==> config.mk <==
export PLATFORM = sky130hd
export DESIGN_NAME = btn_debounce_multi
export DESIGN_NICKNAME = d
export VERILOG_FILES = /design/src/rtl/btn_debounce_multi.sv
export SDC_FILE = /design/constraint.sdc
export NUM_CORES = 1
export LEC_CHECK = 0
export BUFFER_PORTS_ARGS = -buffer_cell sky130_fd_sc_hd__buf_2
export CORE_MARGIN = 3
export CORE_UTILIZATION = 50
export CTS_BUF_LIST = sky130_fd_sc_hd__clkbuf_16
export CTS_CLUSTER_DIAMETER = 150
export CTS_CLUSTER_SIZE = 24
export DETAILED_ROUTE_END_ITERATION = 8
export GPL_TIMING_DRIVEN = 0
export PLACE_DENSITY = 0.67
export SYNTH_ARGS = -nofsm -noshare
export SYNTH_HDL_FRONTEND = slang
export SYNTH_SLANG_ARGS = --single-unit
==> constraint.sdc <==
create_clock -name clk -period 6.1 [get_ports clk]
set_input_delay 0 -clock clk [delete_from_list [all_inputs] [get_ports clk]]
set_output_delay 0 -clock clk [all_outputs]
set_load 0.1 [all_outputs]
==> src/rtl/btn_debounce_multi.sv <==
// btn_debounce_multi: N-channel push-button conditioner.
// Each channel: polarity fix, two-flop synchroniser, stability counter and an
// IDLE/HELD state machine producing a registered level plus one-cycle press,
// release and long-press strobes.
module btn_debounce_multi #(
  parameter int N_CH         = 4,
  parameter int CNT_W        = 24,
  parameter int DEBOUNCE_CYC = 100,
  parameter int LONG_CYC     = 0,
  parameter int ACTIVE_LOW   = 0
) (
  input  logic            clk,
  input  logic            rst_n,
  input  logic [N_CH-1:0] btn_raw,
  output logic [N_CH-1:0] btn_level,
  output logic [N_CH-1:0] press_pulse,
  output logic [N_CH-1:0] release_pulse,
  output logic [N_CH-1:0] long_pulse
);

  typedef enum logic {
    ST_IDLE = 1'b0,
    ST_HELD = 1'b1
  } state_e;

  // Count value on which a level change is accepted; DEBOUNCE_CYC >= 1.
  localparam logic [CNT_W-1:0] DEB_LAST = CNT_W'(DEBOUNCE_CYC - 1);
  // Long-press saturation value; zero disables the long counter entirely.
  localparam logic [CNT_W-1:0] LONG_LIM = CNT_W'(LONG_CYC);
  localparam logic [N_CH-1:0]  POL_MASK = (ACTIVE_LOW != 0) ? {N_CH{1'b1}} : {N_CH{1'b0}};

  logic [N_CH-1:0] sync0_q;
  logic [N_CH-1:0] sync1_q;

  // Two-flop synchroniser on the polarity-corrected raw inputs (1 = pressed).
  always_ff @(posedge clk or negedge rst_n) begin
    if (!rst_n) begin
      sync0_q <= {N_CH{1'b0}};
      sync1_q <= {N_CH{1'b0}};
    end else begin
      sync0_q <= btn_raw ^ POL_MASK;
      sync1_q <= sync0_q;
    end
  end

  for (genvar i = 0; i < N_CH; i++) begin : g_ch
    state_e           state_q, state_d;
    logic [CNT_W-1:0] deb_q, deb_d;
    logic [CNT_W-1:0] long_q, long_d;
    logic             level_q;
    logic             press_q, press_d;
    logic             rel_q, rel_d;
    logic             lp_q, lp_d;

    // Next-state logic: debounce acceptance in both states, long-press count in HELD.
    always_comb begin
      state_d = state_q;
      deb_d   = deb_q;
      long_d  = long_q;
      press_d = 1'b0;
      rel_d   = 1'b0;
      lp_d    = 1'b0;
      case (state_q)
        ST_IDLE: begin
          if (sync1_q[i]) begin
            if (deb_q == DEB_LAST) begin
              state_d = ST_HELD;
              deb_d   = {CNT_W{1'b0}};
              long_d  = {CNT_W{1'b0}};
              press_d = 1'b1;
            end else begin
              deb_d = deb_q + CNT_W'(1);
            end
          end else begin
            deb_d = {CNT_W{1'b0}};
          end
        end
        ST_HELD: begin
          if (!sync1_q[i]) begin
            if (deb_q == DEB_LAST) begin
              state_d = ST_IDLE;
              deb_d   = {CNT_W{1'b0}};
              long_d  = {CNT_W{1'b0}};
              rel_d   = 1'b1;
            end else begin
              deb_d = deb_q + CNT_W'(1);
            end
          end else begin
            deb_d = {CNT_W{1'b0}};
          end
          // Unaccepted bounces leave the long counter running; it saturates so it fires once.
          if ((state_d == ST_HELD) && (long_q < LONG_LIM)) begin
            long_d = long_q + CNT_W'(1);
            lp_d   = ((long_q + CNT_W'(1)) == LONG_LIM);
          end else begin
            lp_d = 1'b0;
          end
        end
        default: begin
          state_d = ST_IDLE;
          deb_d   = {CNT_W{1'b0}};
          long_d  = {CNT_W{1'b0}};
        end
      endcase
    end

    // Channel state, counters and registered outputs.
    always_ff @(posedge clk or negedge rst_n) begin
      if (!rst_n) begin
        state_q <= ST_IDLE;
        deb_q   <= {CNT_W{1'b0}};
        long_q  <= {CNT_W{1'b0}};
        level_q <= 1'b0;
        press_q <= 1'b0;
        rel_q   <= 1'b0;
        lp_q    <= 1'b0;
      end else begin
        state_q <= state_d;
        deb_q   <= deb_d;
        long_q  <= long_d;
        level_q <= (state_d == ST_HELD);
        press_q <= press_d;
        rel_q   <= rel_d;
        lp_q    <= lp_d;
      end
    end

    assign btn_level[i]     = level_q;
    assign press_pulse[i]   = press_q;
    assign release_pulse[i] = rel_q;
    assign long_pulse[i]    = lp_q;
  end

endmodule

# After elaboration in Yosys (flattened, before gate mapping)
# Index checks and enable logic that the tools add are counted.
# word_totals
elab_cells	146
mem_count	0
latch_bits	0
mem_bits_ro	0
ramBits	0
reg_bits	216
output_inout_bits	16
inputBits	6
# op_classes
n_addsub	8
mul	0
n_reduce_logical	12
shift	0
n_div	0
n_eq_ne	12
mux	80
bitwise_logic	4
order_cmp	4
# op_table
op	n
$mux W24	28
$pmux W24 S2	8
$add A24 B1 Y24 const B	8
$eq A24 B7 Y1 const B	4
$logic_not A24 Y1	4
$lt A24 B1 Y1 const B	4
$mux W1	40
$ne A3 B2 Y1 const B	4
$ne A2 B2 Y1 const B	4
$pmux W1 S2	4
$reduce_and A2 Y1	4
$logic_and A1 B1 Y1	4
$not A1 Y1	4

# Longest topological paths before layout
# Gate-level depths: netlist of the first run.
# logic_depth
ltp_word	7
ltp_mapped	6
mapped_depth_nobuf	5

# Worst setup path before layout of the first run
# No wires, ideal clock.
# synth_path
path_type	reg2reg
start	reg g_ch[1].deb_q[21]
end	reg (tool-made name)
stages_incl_launch_ff	5
t_required_ps	5975
setup_ps	125
t_arrival_ps	1931
slack_ps	4044
period_less_slack_ps	2056
path_buffers	0
path_cell_list	dfrtp_1 > or4_1 > or4_1 > or2_2 > mux2_2
# synth_rtl
item	line	rtl
from (decl)	48	logic [CNT_W-1:0] deb_q, deb_d;
from (signal assigned)	111	deb_q <= {CNT_W{1'b0}};

# Worst setup path in the final report of the first run
# layout_path
start	reg g_ch[1].deb_q[21]
end	reg g_ch[1].deb_q[5]
# layout_between
elab_chain_cells	4
word_cells_on_any_way	5
classes_between	1 x eq/ne; 4 x mux
# layout_rtl
item	line	rtl
$eq A24 B7 Y1 *	66, 80	
$mux W24 *	66, 80	
$mux W24, on equally long branches	79, 65	
$pmux W24 S2 *	63	case (state_q)
named net g_ch[1].deb_d[5]	48	
# Mark *: on every way through the listed nets, which the timed path passes. The rest lies on a longest branch.
# A chain may end at the register's enable or synchronous reset.

==> summary.txt, run 1 <==
Outcome
  • Status: completed

Worst setup path
  • Worst-path cell chain: or4_1 -> or4_1 -> o21ai_1 -> buf_2 -> nor2_1
  • Worst endpoint required time: between 6000 and 7000 ps
  • Critical path fanouts, max: 10
  • Slowest stage cell, crit path: or4_1
  • Crit. End Element: register
  • Setup CP Type: reg -> reg
  • CP startpoint kind: register
  • Cell family with most CP delay: simple AND/OR/NAND/NOR gates
  • Slowest stage delay, CP: 540 ps
  • Critical Path AT: about 2600 ps
  • Critical path buffer and inverter count: 1
  • Most used cell, CP: or4_1

Routing
  • WL met2: 5260 um
  • Overall via count from detail_route: about 4500
  • Pre-antenna DRT Iters: 4
  • Detailed Route WL: ~11000 um
  • 1st-iter DRT viols: just over 300
  • Met3 wire length: 453 um
  • Wire per inst: around 15 um
  • Drc violations: 0
  • Uppermost layer routed: met4
  • Routed Antenna Nets: 0
  • Vias per Instance: around 5.7
  • Wl on met1: ~5500 um

CTS
  • Clk sinks: between 100 and 150
  • CTS tree: done
  • Reg clk slew, reported paths: 50 ps
  • CTS root buf: clkbuf_16
  • # H-tree levels: 4
  • Max clock buf depth: 2
  • Worst skew pair latency: 410 ps
  • Inserted Clock Buffers: 17

Global routing
  • Pin count of the biggest net entering global routing: just over 70
  • First-pass GRT wire length: around 20000 um
  • Vias in the first global route: around 4300
  • Initial antenna violation count: 0
  • All-Layer GR Usage: 19.0%
  • Grt ovf: 0

Floorplanning
  • Area of the core: around 11000 um2
  • Die X: approximately 110 um
  • Total die area: roughly 13000 um2
  • Placement Rows: 38
  • Starting Density: between 50% and 60%
  • Die Y: approximately 110 um
  • Top-level I/O count: 22

Timing
  • RSZ-0062 raised after global routing: false
  • Setup TNS Final: 0 ps
  • Tcrit/Tclk final: about two fifths
  • Max-slew violations: 0
  • Final setup fails: 0
  • Highest Clock Rate: 0.430 GHz
  • Crit path time final: between 2000 and 2500 ps
  • Final Hold Viols: 0
  • Fin Clk Skew: 5.58 ps

Pwr
  • Sw frac: a little over a fifth
  • P_sw: 374 uW
  • Clk network pwr share: 50.2%
  • Int Power: approximately 1300 uW
  • Pleak: 0.00269 uW
  • Seq pwr share: between 40% and 50%
  • Worst VDD drop: a little over 0.0002 V
  • Pwr Density: 260 nW/um2
  • Power after layout: 1710 uW
  • Combinational power share: under 10%

Synth
  • Post-synth top area cell: dfrtp_1
  • Synth Cell Area: 5700 um2
  • YS warnings: 0
  • Unique cell type count in the Yosys netlist: 37
  • Synth top area cells: dfrtp_1, xnor2_1, nor2_1
  • Syn Inst Count: 581
  • Most common cell in the netlist: dfrtp_1
  • Synth top cells by count: dfrtp_1, nor2_1, a21oi_1
  • Asr flop ratio synth: 100%
  • Register bit total from synthesis: 116
  • Register area share after synthesis: 50.9%
  • Top FF cell, synth: dfrtp_1
  • Top-area cell type share of the netlist area: between 50% and 60%
  • EDFF count, synth: 0
  • Mapped Avg Cell Area: approximately 10 um2

Worst hold path
  • HP Class: in -> async

Placement
  • GPL Wtd Cong: between 0.8 and 0.9
  • Port buffer count: 17
  • Hpwl dp: between 7000 and 8000 um

Finish
  • Fillers: slightly above 900
  • Area delta synth->final: 15.1%
  • Number of diodes: 0
  • Final net count: 636
  • Layout cells sized above 1: between 10 and 15%

Flow run
  • Max_cap viols: 0
## state kept, by name, summed over array words and instances (netlist names), named ones only
name	count
g_ch.press_q	4
sync0_q	4
g_ch.rel_q	4
g_ch.deb_q	96
sync1_q	4
## through the flow
step                      instances  hold slack, ps  setup slack [ps]  util, %  cell area [um2]
after detailed placement        742           -31.8              3810     54.7             6010
after global routing            778             116              3690     59.8             6570
after floorplan                 584            -296              4040        -             5720
after global placement          741             108              3640     54.4             5980
final                           778            90.5              3770     59.8             6570
after CTS                       778             104              3790     59.8             6570
## cell families (layout without fill, tap and decap cells)
group           count (synthesis)  in the layout  synth area share (%)
mux                             4              4                 0.790
xor+xnor                       54             54                  8.29
flops                         116            116                  50.9
fa+ha+maj                       4              4                 0.877
other cells                     1              4                0.0657
buf+inv                        51            105                  4.63
compound gates                 80             80                  7.87
simple gates                  271            271                  26.6
## cell usage in the layout (no fill, tap or decap), types with 3 or more instances in the layout
cell type	count
o31ai_1	17
nor2_1	64
o21ai_1	3
conb_1	4
nand4_1	23
buf_2	20
or3_1	20
nor3b_1	9
o21ai_0	21
dlygate4sd3_1	5
clkbuf_1	15
ha_1	4
and3_1	11
clkinv_2	3
xor2_1	19
nor3_1	12
nor4_1	21
a21oi_1	37
clkinv_1	5
xnor2_1	35
or2_2	4
dfrtp_1	116
inv_1	20
mux2_2	4
nand3_1	32
buf_4	16
and4_1	8
or4_1	23
nor4b_1	6
clkbuf_16	17
nand2_1	29
## repair_timing
action | 4_1_cts | 5_1_grt
resized for setup | 0 | 0
setup endpoints to repair | 0 | 0
hold endpoints to repair | 120 | 0
hold buffers | 5 | 0
buffers inserted | 0 | 0
## cell type report
cell class	count	area [um2]	area share, %
Buffer	36	208	3.16
Clock buffer	17	425	6.48
Clock inverter	14	82.6	1.26
Inverter	15	56.3	0.857
Multi-Input combinational cell	417	2550	38.8
Sequential cell	116	2900	44.2
Tap cell	140	175	2.67
Timing Repair Buffer	23	169	2.57
## power groups by stage
| stage | registers, uW | logic (uW) | clock network [uW] |
|---|---|---|---|
| 6_report | 790 | 60.7 | 858 |
| 5_1_grt | 791 | 69.1 | 913 |
| 4_1_cts | 790 | 62.8 | 878 |
| 3_5_place_dp | 802 | 59.7 | 0 |
| 3_3_place_gp | 802 | 56.4 | 0 |
| 2_1_floorplan | 800 | 33.4 | 0 |
## final timing paths
path / from / end / slack [ps] / cells after the start
min reg2reg: sync0_q[3]$_DFF_PN0_ / sync1_q[3]$_DFF_PN0_ / 350 / 0
max in group asynchronous: rst_n / g_ch[2].deb_q[8]$_DFF_PN0_ / 5320 / 3
max: g_ch[1].deb_q[21]$_DFF_PN0_ / g_ch[1].deb_q[5]$_DFF_PN0_ / 3770 / 5
min in group clk: btn_raw[1] / sync0_q[1]$_DFF_PN0_ / 230 / 2
min: rst_n / g_ch[3].press_q$_DFF_PN0_ / 90 / 2
max reg2reg: g_ch[1].deb_q[21]$_DFF_PN0_ / g_ch[1].deb_q[5]$_DFF_PN0_ / 3770 / 5
## metal layers
metal,GRT usage [%],up-vias
li1,-,2180
met1,25.5,2200
met2,29.4,79
met3,5.67,14
met4,7.29,0
met5,0,-
Power figures use the tool's default switching activity.
==> inputs of run 2 (changes only) <==
- PLACE_DENSITY: 0.67 -> 0.69
- clock period: 6.1 -> 2.1 ns (I/O delays scaled with it)
==> run 2 against run 1 <==
  * Sequential share of layout area down 2.1 points
  * Cell area up 5.4%
  * Register-to-register slack worse by 3800 ps
  * Hold slack better by 58 ps
  * Via count up 1.3%
  * Worst setup slack worse by 3800 ps
  * Routed wire length up 5.9%
  * Fmax up 11%
  * Die area unchanged
  * Count of clock-buffer cells in the layout unchanged
  * Clock power rose to 3.7 times the previous value
  * Combinational power rose to 3.3 times the previous value
==> summary.txt, run 2 (same netlist as run 1, synthesis figures left out) <==
Outcome
  • Status: completed

Worst setup path
  • Cell family with most CP delay: simple AND/OR/NAND/NOR gates
  • Stages on worst setup path: 4 (-1)
  • Flop-to-flop setup slack: 4 ps (-3770 ps)
  • Crit. Startpoint: g_ch[1].deb_q[21]$_DFF_PN0_
  • Critical path buffer and inverter count: 0 (-1)
  • Crit. End Element: register
  • Worst R2R Path Depth: 4 (-1)
  • Critical path fanouts, max: 4 (-6)
  • Worst endpoint required time: 2390 ps (-4000 ps)
  • Slowest stage cell, crit path: or4_1
  • Worst-path cell chain: or4_1 -> or4_4 -> or2_4 -> mux2_2
  • CP startpoint kind: register
  • Setup CP Type: reg -> reg
  • Critical Path AT: 2380 ps (-240 ps)
  • Worst r2r src: g_ch[1].deb_q[21]$_DFF_PN0_
  • Slowest stage delay, CP: 530 ps (about the same)

Finish
  • Number of diodes: 0 (unchanged)
  • Reg with most FFs: g_ch.deb_q
  • Register area: 2910 um2 (+0.26%)
  • Final net count: 648 (+1.9%)
  • Fillers: 890 (-3.9%)
  • Area delta synth->final: 21.3%
  • Multi-input gate area: 2630 um2 (+3.3%)
  • Commonest cells after routing, fill and taps aside: dfrtp_1, nor2_1, a21oi_1
  • Max reg flops: 96 (unchanged)
  • Layout cells sized above 1: 18.0% (+6.9 points)
  • Most common cell after layout, fill and taps aside: dfrtp_1

Routing
  • Drc violations: 0 (unchanged)
  • Overall via count from detail_route: 4532 (+1.3%)
  • Pre-antenna DRT Iters: 4 (unchanged)
  • Routed Antenna Nets: 0 (unchanged)
  • Vias per Instance: 5.74 (-0.22%)
  • Wire per inst: 15.2 um (+4.3%)
  • 1st-iter DRT viols: 336 (+9.8%)
  • Detailed Route WL: 12000 um (+5.9%)

Floorplanning
  • Die X: 113 um (unchanged)
  • Total die area: 12700 um2 (unchanged)
  • Die Y: 113 um (unchanged)
  • Placement Rows: 38 (unchanged)
  • Starting Density: 51.9% (unchanged)
  • Area of the core: 11000 um2 (unchanged)
  • Top-level I/O count: 22 (unchanged)

Placement
  • GPL Wtd Cong: 0.831 (+1.6%)
  • Hpwl dp: 7570 um (about the same)
  • Dpl ws: -251 ps (-4060 ps)
  • Port buffer count: 17 (unchanged)

Pwr
  • P_sw: 1140 uW (+210%)
  • Worst VDD drop: 0.000753 V (+260%)
  • Combinational power share: 3.5% (about the same)
  • Pleak: 0.00285 uW (+5.7%)
  • Int Power: 4520 uW (+240%)
  • Clk network pwr share: 56.0% (+5.8 points)
  • Seq pwr share: 40.5% (-5.7 points)
  • Sw frac: 20.2% (-1.7 points)
  • Pwr Density: 818 nW/um2 (+210%)
  • Power after layout: 5660 uW (+230%)

Global routing
  • Initial antenna violation count: 0 (unchanged)
  • All-Layer GR Usage: 20.1% (+1.1 points)
  • Grt ovf: 0 (unchanged)
  • Vias in the first global route: 4459 (+4.7%)
  • First-pass GRT wire length: 20800 um (+5.8%)
  • Pin count of the biggest net entering global routing: 70 (-2.8%)

CTS
  • Reg clk slew, reported paths: 50 ps (about the same)
  • Worst skew pair latency: 410 ps (about the same)
  • CTS tree: done
  • Inserted Clock Buffers: 17 (unchanged)
  • Clk sinks: 116 (unchanged)
  • Max clock buf depth: 2 (unchanged)
  • CTS root buf: clkbuf_16
  • # H-tree levels: 4 (unchanged)

Flow run
  • Max_cap viols: 0 (unchanged)

Timing
  • Highest Clock Rate: 0.477 GHz (+11%)
  • Final WS setup: 4.24 ps (-3770 ps)
  • RSZ-0062 raised after global routing: true
  • Worst-margin pin slew: a little over 600 ps
  • Final setup fails: 0 (unchanged)
  • Tcrit/Tclk final: 99.8% (+62 points)
  • Final Hold Viols: 0 (unchanged)
  • Worst relative slew slack: about three fifths
  • Crit path time final: 2100 ps (-230 ps)
  • Fin Clk Skew: 5.48 ps (-0.101 ps)
  • Max-slew violations: 0 (unchanged)

Worst hold path
  • HP Class: in -> async
==> run 2: timing repair <==
action,CTS,global route
pin swaps,1,2
gates resized for setup,23,16
hold buffers,5,0
hold endpoints to repair,51,0
buffers inserted,4,11
endpoints found under the setup margin,66,63
==> run 2: area by class of cell <==
cell class,instances,area share (%)
Buffer,33,3.24
Clock buffer,17,6.15
Clock inverter,14,3.16
Inverter,15,0.814
Multi-Input combinational cell,417,38.0
Sequential cell,116,42.1
Tap cell,140,2.53
Timing Repair Buffer,38,4.01
==> run 2: worst min path at each step <==
| stage | start | endpoint | slack, ps |
|---|---|---|---|
| final | rst_n | g_ch[3].deb_q[18]$_DFF_PN0_ | 150 |
| after global routing | rst_n | g_ch[3].rel_q$_DFF_PN0_ | 210 |
| after CTS | rst_n | g_ch[3].rel_q$_DFF_PN0_ | 170 |
| after detailed placement | rst_n | g_ch[3].rel_q$_DFF_PN0_ | 60 |
| after global placement | btn_raw[3] | sync0_q[3]$_DFF_PN0_ | 110 |
| after floorplan | rst_n | asynchronous set/reset pin | -300 |
==> run 2: stage by stage <==
stage | setup TNS, ps | hold slack, ps | std cells | util, % | area, um2
4_1_cts | 0 | 165 | 781 | 62.0 | 6800
3_3_place_gp | -41850 | 108 | 741 | 54.4 | 5980
2_1_floorplan | 0 | -296 | 584 | - | 5720
3_5_place_dp | -7810 | 58.6 | 742 | 54.7 | 6010
5_1_grt | -114 | 208 | 790 | 63.0 | 6920
6_report | 0 | 148 | 790 | 63.0 | 6920
==> run 2: power by group through the flow <==
stage               registers [uW]  logic [uW]  clock network [uW]
global route                  2300         224                3320
detailed placement            2330         171                   0
floorplan                     2320        97.1                   0
CTS                           2290         190                3220
finish                        2300         198                3170
global placement              2330         163                   0
==> run 2: per-layer routing <==
metal  track usage [%]  wire length, um
met5                 0                0
met4              7.37              151
met3              6.74              591
met2              30.5             5840
met1              27.1             5460
